===== src/rtl/ccff_pkg.sv =====
`default_nettype none
// ============================================================================
//  Module      : ccff_pkg
//  Description : Shared definitions for the configuration-chain loader:
//                sequencer state encoding and default geometry.
//  Revision    : 1.0 - initial release
// ============================================================================
package ccff_pkg;

    // Sequencer states. Width is fixed so the encoding is stable across tools.
    typedef enum logic [2:0] {
        IDLE     = 3'd0,
        ISO_PRE  = 3'd1,
        SHIFT    = 3'd2,
        ISO_POST = 3'd3,
        FAIL     = 3'd4
    } ccff_state_e;

    // Default geometry of the attached I/O tile column.
    localparam int c_chain_len_def = 32;
    localparam int c_word_w_def    = 8;
    localparam int c_iso_cyc_def   = 2;
    localparam int c_stall_max_def = 255;

endpackage
`default_nettype wire


===== src/rtl/ccff_rb_packer.sv =====
`default_nettype none
// ============================================================================
//  Module      : ccff_rb_packer
//  Description : Serial-to-word packer for configuration readback. Bits
//                arriving on tail_bit with strobe are placed LSB first; a
//                word is emitted after WORD_W bits, or early on flush with
//                the unfilled upper bits left at zero.
//  Ports       : prog_clk, prog_reset_n (async, active-low)
//                clear    - drop any partially collected word
//                tail_bit - serial bit captured from the chain end
//                strobe   - tail_bit is valid this cycle
//                flush    - this strobe carries the final chain bit
//                rb_data  - packed readback word (registered)
//                rb_valid - one-cycle strobe for rb_data (registered)
//  Revision    : 1.0 - initial release
// ============================================================================
module ccff_rb_packer
    import ccff_pkg::*;
#(
    parameter int WORD_W = c_word_w_def
) (
    input  logic              prog_clk,
    input  logic              prog_reset_n,
    input  logic              clear,
    input  logic              tail_bit,
    input  logic              strobe,
    input  logic              flush,
    output logic [WORD_W-1:0] rb_data,
    output logic              rb_valid
);

    localparam int c_cnt_w = $clog2(WORD_W + 1);
    localparam logic [c_cnt_w-1:0] c_last_pos = c_cnt_w'(WORD_W - 1);

    logic [WORD_W-1:0]  r_acc;
    logic [c_cnt_w-1:0] r_cnt;
    logic [WORD_W-1:0]  r_rb_data;
    logic               r_rb_valid;

    logic [WORD_W-1:0]  w_acc_nxt;
    logic               w_full;

    // Accumulator with the incoming bit merged in at its position; this is
    // what gets published when the word completes in the same cycle.
    assign w_acc_nxt = r_acc | (WORD_W'(tail_bit) << r_cnt);
    assign w_full    = (r_cnt == c_last_pos);

    always_ff @(posedge prog_clk or negedge prog_reset_n) begin
        if (!prog_reset_n) begin
            r_acc      <= '0;
            r_cnt      <= '0;
            r_rb_data  <= '0;
            r_rb_valid <= 1'b0;
        end else begin
            r_rb_valid <= 1'b0;
            if (clear) begin
                r_acc <= '0;
                r_cnt <= '0;
            end else if (strobe) begin
                if (w_full || flush) begin
                    // Accumulator restarts at zero, which gives the
                    // zero padding of a flushed partial word for free.
                    r_rb_data  <= w_acc_nxt;
                    r_rb_valid <= 1'b1;
                    r_acc      <= '0;
                    r_cnt      <= '0;
                end else begin
                    r_acc <= w_acc_nxt;
                    r_cnt <= r_cnt + c_cnt_w'(1);
                end
            end
        end
    end

    assign rb_data  = r_rb_data;
    assign rb_valid = r_rb_valid;

endmodule
`default_nettype wire


===== src/rtl/ccff_chain_loader.sv =====
`default_nettype none
// ============================================================================
//  Module      : ccff_chain_loader
//  Description : Configuration-chain sequencer for an I/O tile column.
//                Accepts bitstream words on a valid/ready stream, shifts them
//                LSB first into ccff_head one bit per enabled cycle, isolates
//                the pads (isol_n low) around the reload, and returns the old
//                chain contents seen on ccff_tail as readback words.
//  Ports       : prog_clk, prog_reset_n (async, active-low)
//                start                       - begin a load (IDLE/FAIL only)
//                cfg_data/cfg_valid/cfg_ready - bitstream word stream
//                ccff_head, ccff_tail, chain_en - chain serial interface
//                isol_n                      - pad isolation, active-low
//                rb_data/rb_valid            - readback words
//                busy, done, err             - status
//  Revision    : 1.0 - initial release
// ============================================================================
module ccff_chain_loader
    import ccff_pkg::*;
#(
    parameter int CHAIN_LEN = c_chain_len_def,
    parameter int WORD_W    = c_word_w_def,
    parameter int ISO_CYC   = c_iso_cyc_def,
    parameter int STALL_MAX = c_stall_max_def
) (
    input  logic              prog_clk,
    input  logic              prog_reset_n,
    input  logic              start,
    input  logic [WORD_W-1:0] cfg_data,
    input  logic              cfg_valid,
    output logic              cfg_ready,
    output logic              ccff_head,
    input  logic              ccff_tail,
    output logic              chain_en,
    output logic              isol_n,
    output logic [WORD_W-1:0] rb_data,
    output logic              rb_valid,
    output logic              busy,
    output logic              done,
    output logic              err
);

    localparam int c_bits_w  = $clog2(CHAIN_LEN + 1);
    localparam int c_stall_w = $clog2(STALL_MAX + 1);
    localparam int c_iso_w   = $clog2(ISO_CYC + 1);
    localparam int c_cnt_w   = $clog2(WORD_W + 1);

    localparam logic [c_bits_w-1:0]  c_bits_last  = c_bits_w'(CHAIN_LEN - 1);
    localparam logic [c_stall_w-1:0] c_stall_last = c_stall_w'(STALL_MAX - 1);
    localparam logic [c_iso_w-1:0]   c_iso_last   = c_iso_w'(ISO_CYC - 1);
    localparam logic [c_cnt_w-1:0]   c_word_bits  = c_cnt_w'(WORD_W);

    ccff_state_e          r_state;
    logic [c_iso_w-1:0]   r_iso_cnt;
    logic [c_bits_w-1:0]  r_bits_done;
    logic [c_stall_w-1:0] r_stall_cnt;
    logic [WORD_W-1:0]    r_buf;
    logic [c_cnt_w-1:0]   r_buf_cnt;
    logic                 r_chain_en;
    logic                 r_isol_n;
    logic                 r_busy;
    logic                 r_done;
    logic                 r_err;

    logic                 w_shift;
    logic                 w_last;
    logic                 w_ready;
    logic                 w_accept;
    logic                 w_load_start;
    logic [WORD_W-1:0]    w_buf_nxt;
    logic [c_cnt_w-1:0]   w_buf_cnt_nxt;

    // A shift cycle is any SHIFT cycle with bits left in the word buffer.
    assign w_shift = (r_state == SHIFT) && (r_buf_cnt != '0);
    assign w_last  = w_shift && (r_bits_done == c_bits_last);

    // Taking a new word while the final buffered bit leaves keeps the chain
    // shifting every cycle; no word is requested once the chain is full.
    assign w_ready = (r_state == SHIFT) &&
                     ((r_buf_cnt == '0) ||
                      ((r_buf_cnt == c_cnt_w'(1)) && !w_last));
    assign w_accept     = cfg_valid && w_ready;
    assign w_load_start = start && ((r_state == IDLE) || (r_state == FAIL));

    always_comb begin
        w_buf_nxt     = r_buf;
        w_buf_cnt_nxt = r_buf_cnt;
        if (w_accept) begin
            w_buf_nxt     = cfg_data;
            w_buf_cnt_nxt = c_word_bits;
        end else if (w_shift) begin
            w_buf_nxt     = r_buf >> 1;
            w_buf_cnt_nxt = r_buf_cnt - c_cnt_w'(1);
        end
    end

    always_ff @(posedge prog_clk or negedge prog_reset_n) begin
        if (!prog_reset_n) begin
            r_state     <= IDLE;
            r_iso_cnt   <= '0;
            r_bits_done <= '0;
            r_stall_cnt <= '0;
            r_buf       <= '0;
            r_buf_cnt   <= '0;
            r_chain_en  <= 1'b0;
            r_isol_n    <= 1'b1;
            r_busy      <= 1'b0;
            r_done      <= 1'b0;
            r_err       <= 1'b0;
        end else begin
            r_done <= 1'b0;
            case (r_state)
                IDLE, FAIL: begin
                    if (start) begin
                        r_state     <= ISO_PRE;
                        r_iso_cnt   <= '0;
                        r_bits_done <= '0;
                        r_stall_cnt <= '0;
                        r_buf       <= '0;
                        r_buf_cnt   <= '0;
                        r_err       <= 1'b0;
                        r_isol_n    <= 1'b0;
                        r_busy      <= 1'b1;
                    end
                end

                ISO_PRE: begin
                    if (r_iso_cnt == c_iso_last) begin
                        r_iso_cnt <= '0;
                        r_state   <= SHIFT;
                    end else begin
                        r_iso_cnt <= r_iso_cnt + c_iso_w'(1);
                    end
                end

                SHIFT: begin
                    if (w_shift) begin
                        r_stall_cnt <= '0;
                        r_bits_done <= r_bits_done + c_bits_w'(1);
                        if (w_last) begin
                            // Any unshifted remainder of the word is dropped.
                            r_buf      <= '0;
                            r_buf_cnt  <= '0;
                            r_chain_en <= 1'b0;
                            r_state    <= ISO_POST;
                        end else begin
                            r_buf      <= w_buf_nxt;
                            r_buf_cnt  <= w_buf_cnt_nxt;
                            r_chain_en <= (w_buf_cnt_nxt != '0);
                        end
                    end else begin
                        r_buf       <= w_buf_nxt;
                        r_buf_cnt   <= w_buf_cnt_nxt;
                        r_stall_cnt <= r_stall_cnt + c_stall_w'(1);
                        // A word arriving on the limit cycle still rescues
                        // the load, since it shifts on the very next cycle.
                        if ((r_stall_cnt == c_stall_last) && !w_accept) begin
                            r_state    <= FAIL;
                            r_err      <= 1'b1;
                            r_chain_en <= 1'b0;
                        end else begin
                            r_chain_en <= w_accept;
                        end
                    end
                end

                ISO_POST: begin
                    if (r_iso_cnt == c_iso_last) begin
                        r_iso_cnt <= '0;
                        r_state   <= IDLE;
                        r_isol_n  <= 1'b1;
                        r_busy    <= 1'b0;
                        r_done    <= 1'b1;
                    end else begin
                        r_iso_cnt <= r_iso_cnt + c_iso_w'(1);
                    end
                end

                default: begin
                    r_state    <= IDLE;
                    r_chain_en <= 1'b0;
                    r_isol_n   <= 1'b1;
                    r_busy     <= 1'b0;
                end
            endcase
        end
    end

    ccff_rb_packer #(
        .WORD_W (WORD_W)
    ) u_rb_packer (
        .prog_clk     (prog_clk),
        .prog_reset_n (prog_reset_n),
        .clear        (w_load_start),
        .tail_bit     (ccff_tail),
        .strobe       (w_shift),
        .flush        (w_last),
        .rb_data      (rb_data),
        .rb_valid     (rb_valid)
    );

    assign cfg_ready = w_ready;
    assign ccff_head = w_shift & r_buf[0];
    assign chain_en  = r_chain_en;
    assign isol_n    = r_isol_n;
    assign busy      = r_busy;
    assign done      = r_done;
    assign err       = r_err;

endmodule
`default_nettype wire

===== config.mk =====
export PLATFORM = sky130hd
export DESIGN_NAME = ccff_chain_loader
export DESIGN_NICKNAME = d
export VERILOG_FILES = /design/src/rtl/ccff_pkg.sv /design/src/rtl/ccff_rb_packer.sv /design/src/rtl/ccff_chain_loader.sv
export SDC_FILE = /design/constraint.sdc
export NUM_CORES = 1
export LEC_CHECK = 0
export ABC_CLOCK_PERIOD_IN_PS = 4300
export BUFFER_PORTS_ARGS = -buffer_cell sky130_fd_sc_hd__buf_2
export CAP_MARGIN = 5
export CORE_MARGIN = 3
export CORE_UTILIZATION = 40
export DETAILED_ROUTE_END_ITERATION = 8
export SLEW_MARGIN = 20
export SYNTH_ARGS = -nofsm -noshare
export SYNTH_HDL_FRONTEND = slang
export SYNTH_SLANG_ARGS = --single-unit

===== constraint.sdc =====
create_clock -name prog_clk -period 4.3 [get_ports prog_clk]
set_clock_uncertainty 0.2 [all_clocks]
set_input_delay 0.215 -clock prog_clk [delete_from_list [all_inputs] [get_ports prog_clk]]
set_output_delay 0.215 -clock prog_clk [all_outputs]
set_load 0.01 [all_outputs]

==> results.toml <==
[outcome]
status = "completed"

[clocking]
clock_sink_count = 57
numCtsBuffers = 9
clock-root-buffer = "clkbuf_8"
clockBufferDepth = 2
clk_latency_ns = 0.33
cts_resized = 0
postCtsHoldBufs = 9
post_cts_buffers = 0
cts_tree = "done"
clk_pin_slew_worst_paths_ns = 0.07
h-tree-depth = 3

[layout]
area.growth.synth_to_final_pct = 16.2
fillers = 664
drive_above_1_share_pct = 23.0
final_nets = 332
design_area_um2 = 3430
n_antenna_cell = 0

[global_route]
grt_pass1_vias = 2204
antenna_found_initial = 0
busiest_layer = "met1"
overflow = 0
grt_util_met1_pct = 24.2
grt_use_met2_pct = 22.3
grt_pass1_wl_um = 11000
grt_use_total_pct = 16.1
grt_start_max_net_pins = 58
use_met3_pct = 3.28

[synth]
syn_avg_cell_area_um2 = 10.5
synth_edf_count = 0
synth.distinct_cells = 57
synth_area_leaders = "dfrtp_1 (48%), o21ai_0 (4.6%), mux2_2 (3.4%)"
yosys.area.top_type = "dfrtp_1"
synth_top_area_share_pct = 47.5
post-synth-top-count-cell = "dfrtp_1"
async_flop_share_pct = 100
syn_inst = 280
synth-main-ff-cell = "dfrtp_1"
yosysWarnings = 0
synthesis.nets = 299
ys_ff_latch = 57
yosysSeqAreaShare_pct = 48.4
syn_area_um2 = 2950
synthTopCellsByCount = "dfrtp_1 (56), o21ai_0 (27), nand2_1 (19)"

[floorplanning]
die_h_um = 91.8
core_um2 = 6980
die_w_um = 91.8
num_rows = 30
boundaryPins = 29
die-area_um2 = 8440
start_util_pct = 42.2

[drt]
drt_iter0_drc = 110
wl_um = 6360
ant_nets = 0
drt_pass1_iterations = 6
drt-vias-per-instance = 5.50
drc = 0
vias = 2278
wire_per_inst_um = 15.4

[pwr]
pwr-share-comb_pct = 31.7
power_density_nw_per_um2 = 514
vdd_drop_max_v = 0.000132
clock_power_share_pct = 27.9
p_leak_nw = 1.59
p_int_mw = 1.11
swShare_pct = 36.9
p_sw_uw = 650
power.total_mw = 1.76
seq_power_share_pct = 40.4

[timing]
finalSetupViolCount = 0
slew_violations = 0
fin_setup_tns_ns = 0
rsz0062_at_grt = "no"
finalHoldViolCount = 0
min_period_ns = 2.76
max_slew_margin_pct = 41.6
timing.fmax_ghz = 0.362
finalWorstSetupSlack_ns = 1.54
tightest_slew_ns = 0.874
post-route-period-util_pct = 64.2

[setup_path]
arrival_ns = 2.82
start_kind = "flip-flop"
crit_type = "flip-flop to flip-flop"
cp-end-kind = "flip-flop"
r2r_setup_slack_ns = 1.54
crit_fanout = 17
required_ns = 4.36

[placed_design]
dp_slack_ns = 1.59
port_buffers = 28
hpwl_um = 4210
dpl_cell_area_um2 = 3140
gp_congestion = 0.798

[min_path]
hold_path.class = "input pin to flip-flop"

[run]
max_cap_violations = 0
-- sequential cells by signal (all words and copies together) (netlist names), 2 cells and up --
signal	flops
r_buf_cnt	4
r_iso_cnt	2
r_buf	8
r_stall_cnt	8
u_rb_packer.rb_data	8
r_state	3
u_rb_packer.r_cnt	4
r_bits_done	6
u_rb_packer.r_acc	8
-- layout by cell type, fill, tap and decap left out, types with 3 or more instances in the layout --
master / Yosys / layout
nand3b_1: 3 / 3
a31o_2: 5 / 5
a211oi_1: 3 / 3
nor2b_1: 6 / 6
buf_2: 3 / 28
a21oi_1: 10 / 10
nor3b_1: 4 / 4
o31ai_1: 3 / 3
ha_1: 6 / 6
a21o_1: 4 / 4
o2bb2ai_1: 3 / 3
o21ai_0: 27 / 27
dlygate4sd3_1: 0 / 9
nand2_1: 19 / 19
xor2_1: 3 / 3
and3_1: 6 / 6
dfrtp_1: 56 / 56
inv_1: 7 / 7
nor3_1: 6 / 6
mux2_2: 9 / 9
buf_4: 4 / 4
a221o_1: 7 / 7
clkbuf_8: 0 / 10
nor2_1: 9 / 9
nand2b_1: 5 / 5
clkinv_2: 0 / 4
a32o_1: 9 / 9
o211ai_1: 7 / 7
nand3_1: 9 / 9
-- power by group through the flow --
stage	Clock, mW	Sequential (mW)	Combinational [mW]
2_1_floorplan	0	0.689	0.441
3_3_place_gp	0	0.719	0.547
3_5_place_dp	0	0.718	0.553
4_1_cts	0.503	0.711	0.560
5_1_grt	0.529	0.729	0.632
6_report	0.490	0.712	0.558
-- layout make-up --
type	instances	area, µm²	area share, %
inverter	7	26.3	0.767
multi-input combinational	197	1400	40.8
clock buffer	10	138	4.02
tap	96	120	3.51
timing repair buffer	41	260	7.60
clock inverter	6	57.6	1.68
sequential	57	1430	41.7
-- path summary, 6_finish.rpt --
check	startpoint	cells after the start	end
max	r_state[0]	4	r_buf[5]
min	cfg_valid	3	r_buf_cnt[1]
max reg2reg	r_state[0]	4	r_buf[5]
min reg2reg	r_stall_cnt[6]	1	r_stall_cnt[6]
max in group asynchronous	prog_reset_n	3	u_rb_packer.rb_data[1]
min in group asynchronous	prog_reset_n	3	done
-- metal layers --
| layer | part of all wire, % | routed length (µm) | vias up |
|---|---|---|---|
| met5 | 0 | 0 | - |
| met4 | 1.2 | 78 | 0 |
| met3 | 4.2 | 266 | 6 |
| met2 | 43 | 2720 | 53 |
| met1 | 52 | 3300 | 1097 |
| li1 | - | - | 1122 |
-- worst max-delay path, cell delays in order (launching register included) --
cell	delay [ns]
dfrtp_1	0.52
or3b_1	0.71
a211oi_4	0.67
a21boi_4	0.40
a221o_1	0.20
-- cell families after synthesis --
| family | count (synthesis) | synth area share [%] |
|---|---|---|
| compound gates | 95 | 24.1 |
| buf+inv | 26 | 4.20 |
| xor+xnor | 5 | 1.49 |
| fa+ha+maj | 6 | 2.55 |
| flops | 57 | 48.4 |
| mux | 10 | 3.82 |
| simple gates | 81 | 15.5 |
-- stage by stage --
| stage | instances | hold WS [ns] | util (%) |
|---|---|---|---|
| final | 414 | 0.112 | 49.1 |
| after detailed placement | 389 | 0.204 | 45.0 |
| after floorplan | 280 | -0.281 | - |
| after CTS | 414 | 0.108 | 49.1 |
| after global routing | 414 | 0.132 | 49.1 |
| after global placement | 389 | 0.203 | 45.0 |
(Power assumes the default switching activity.)
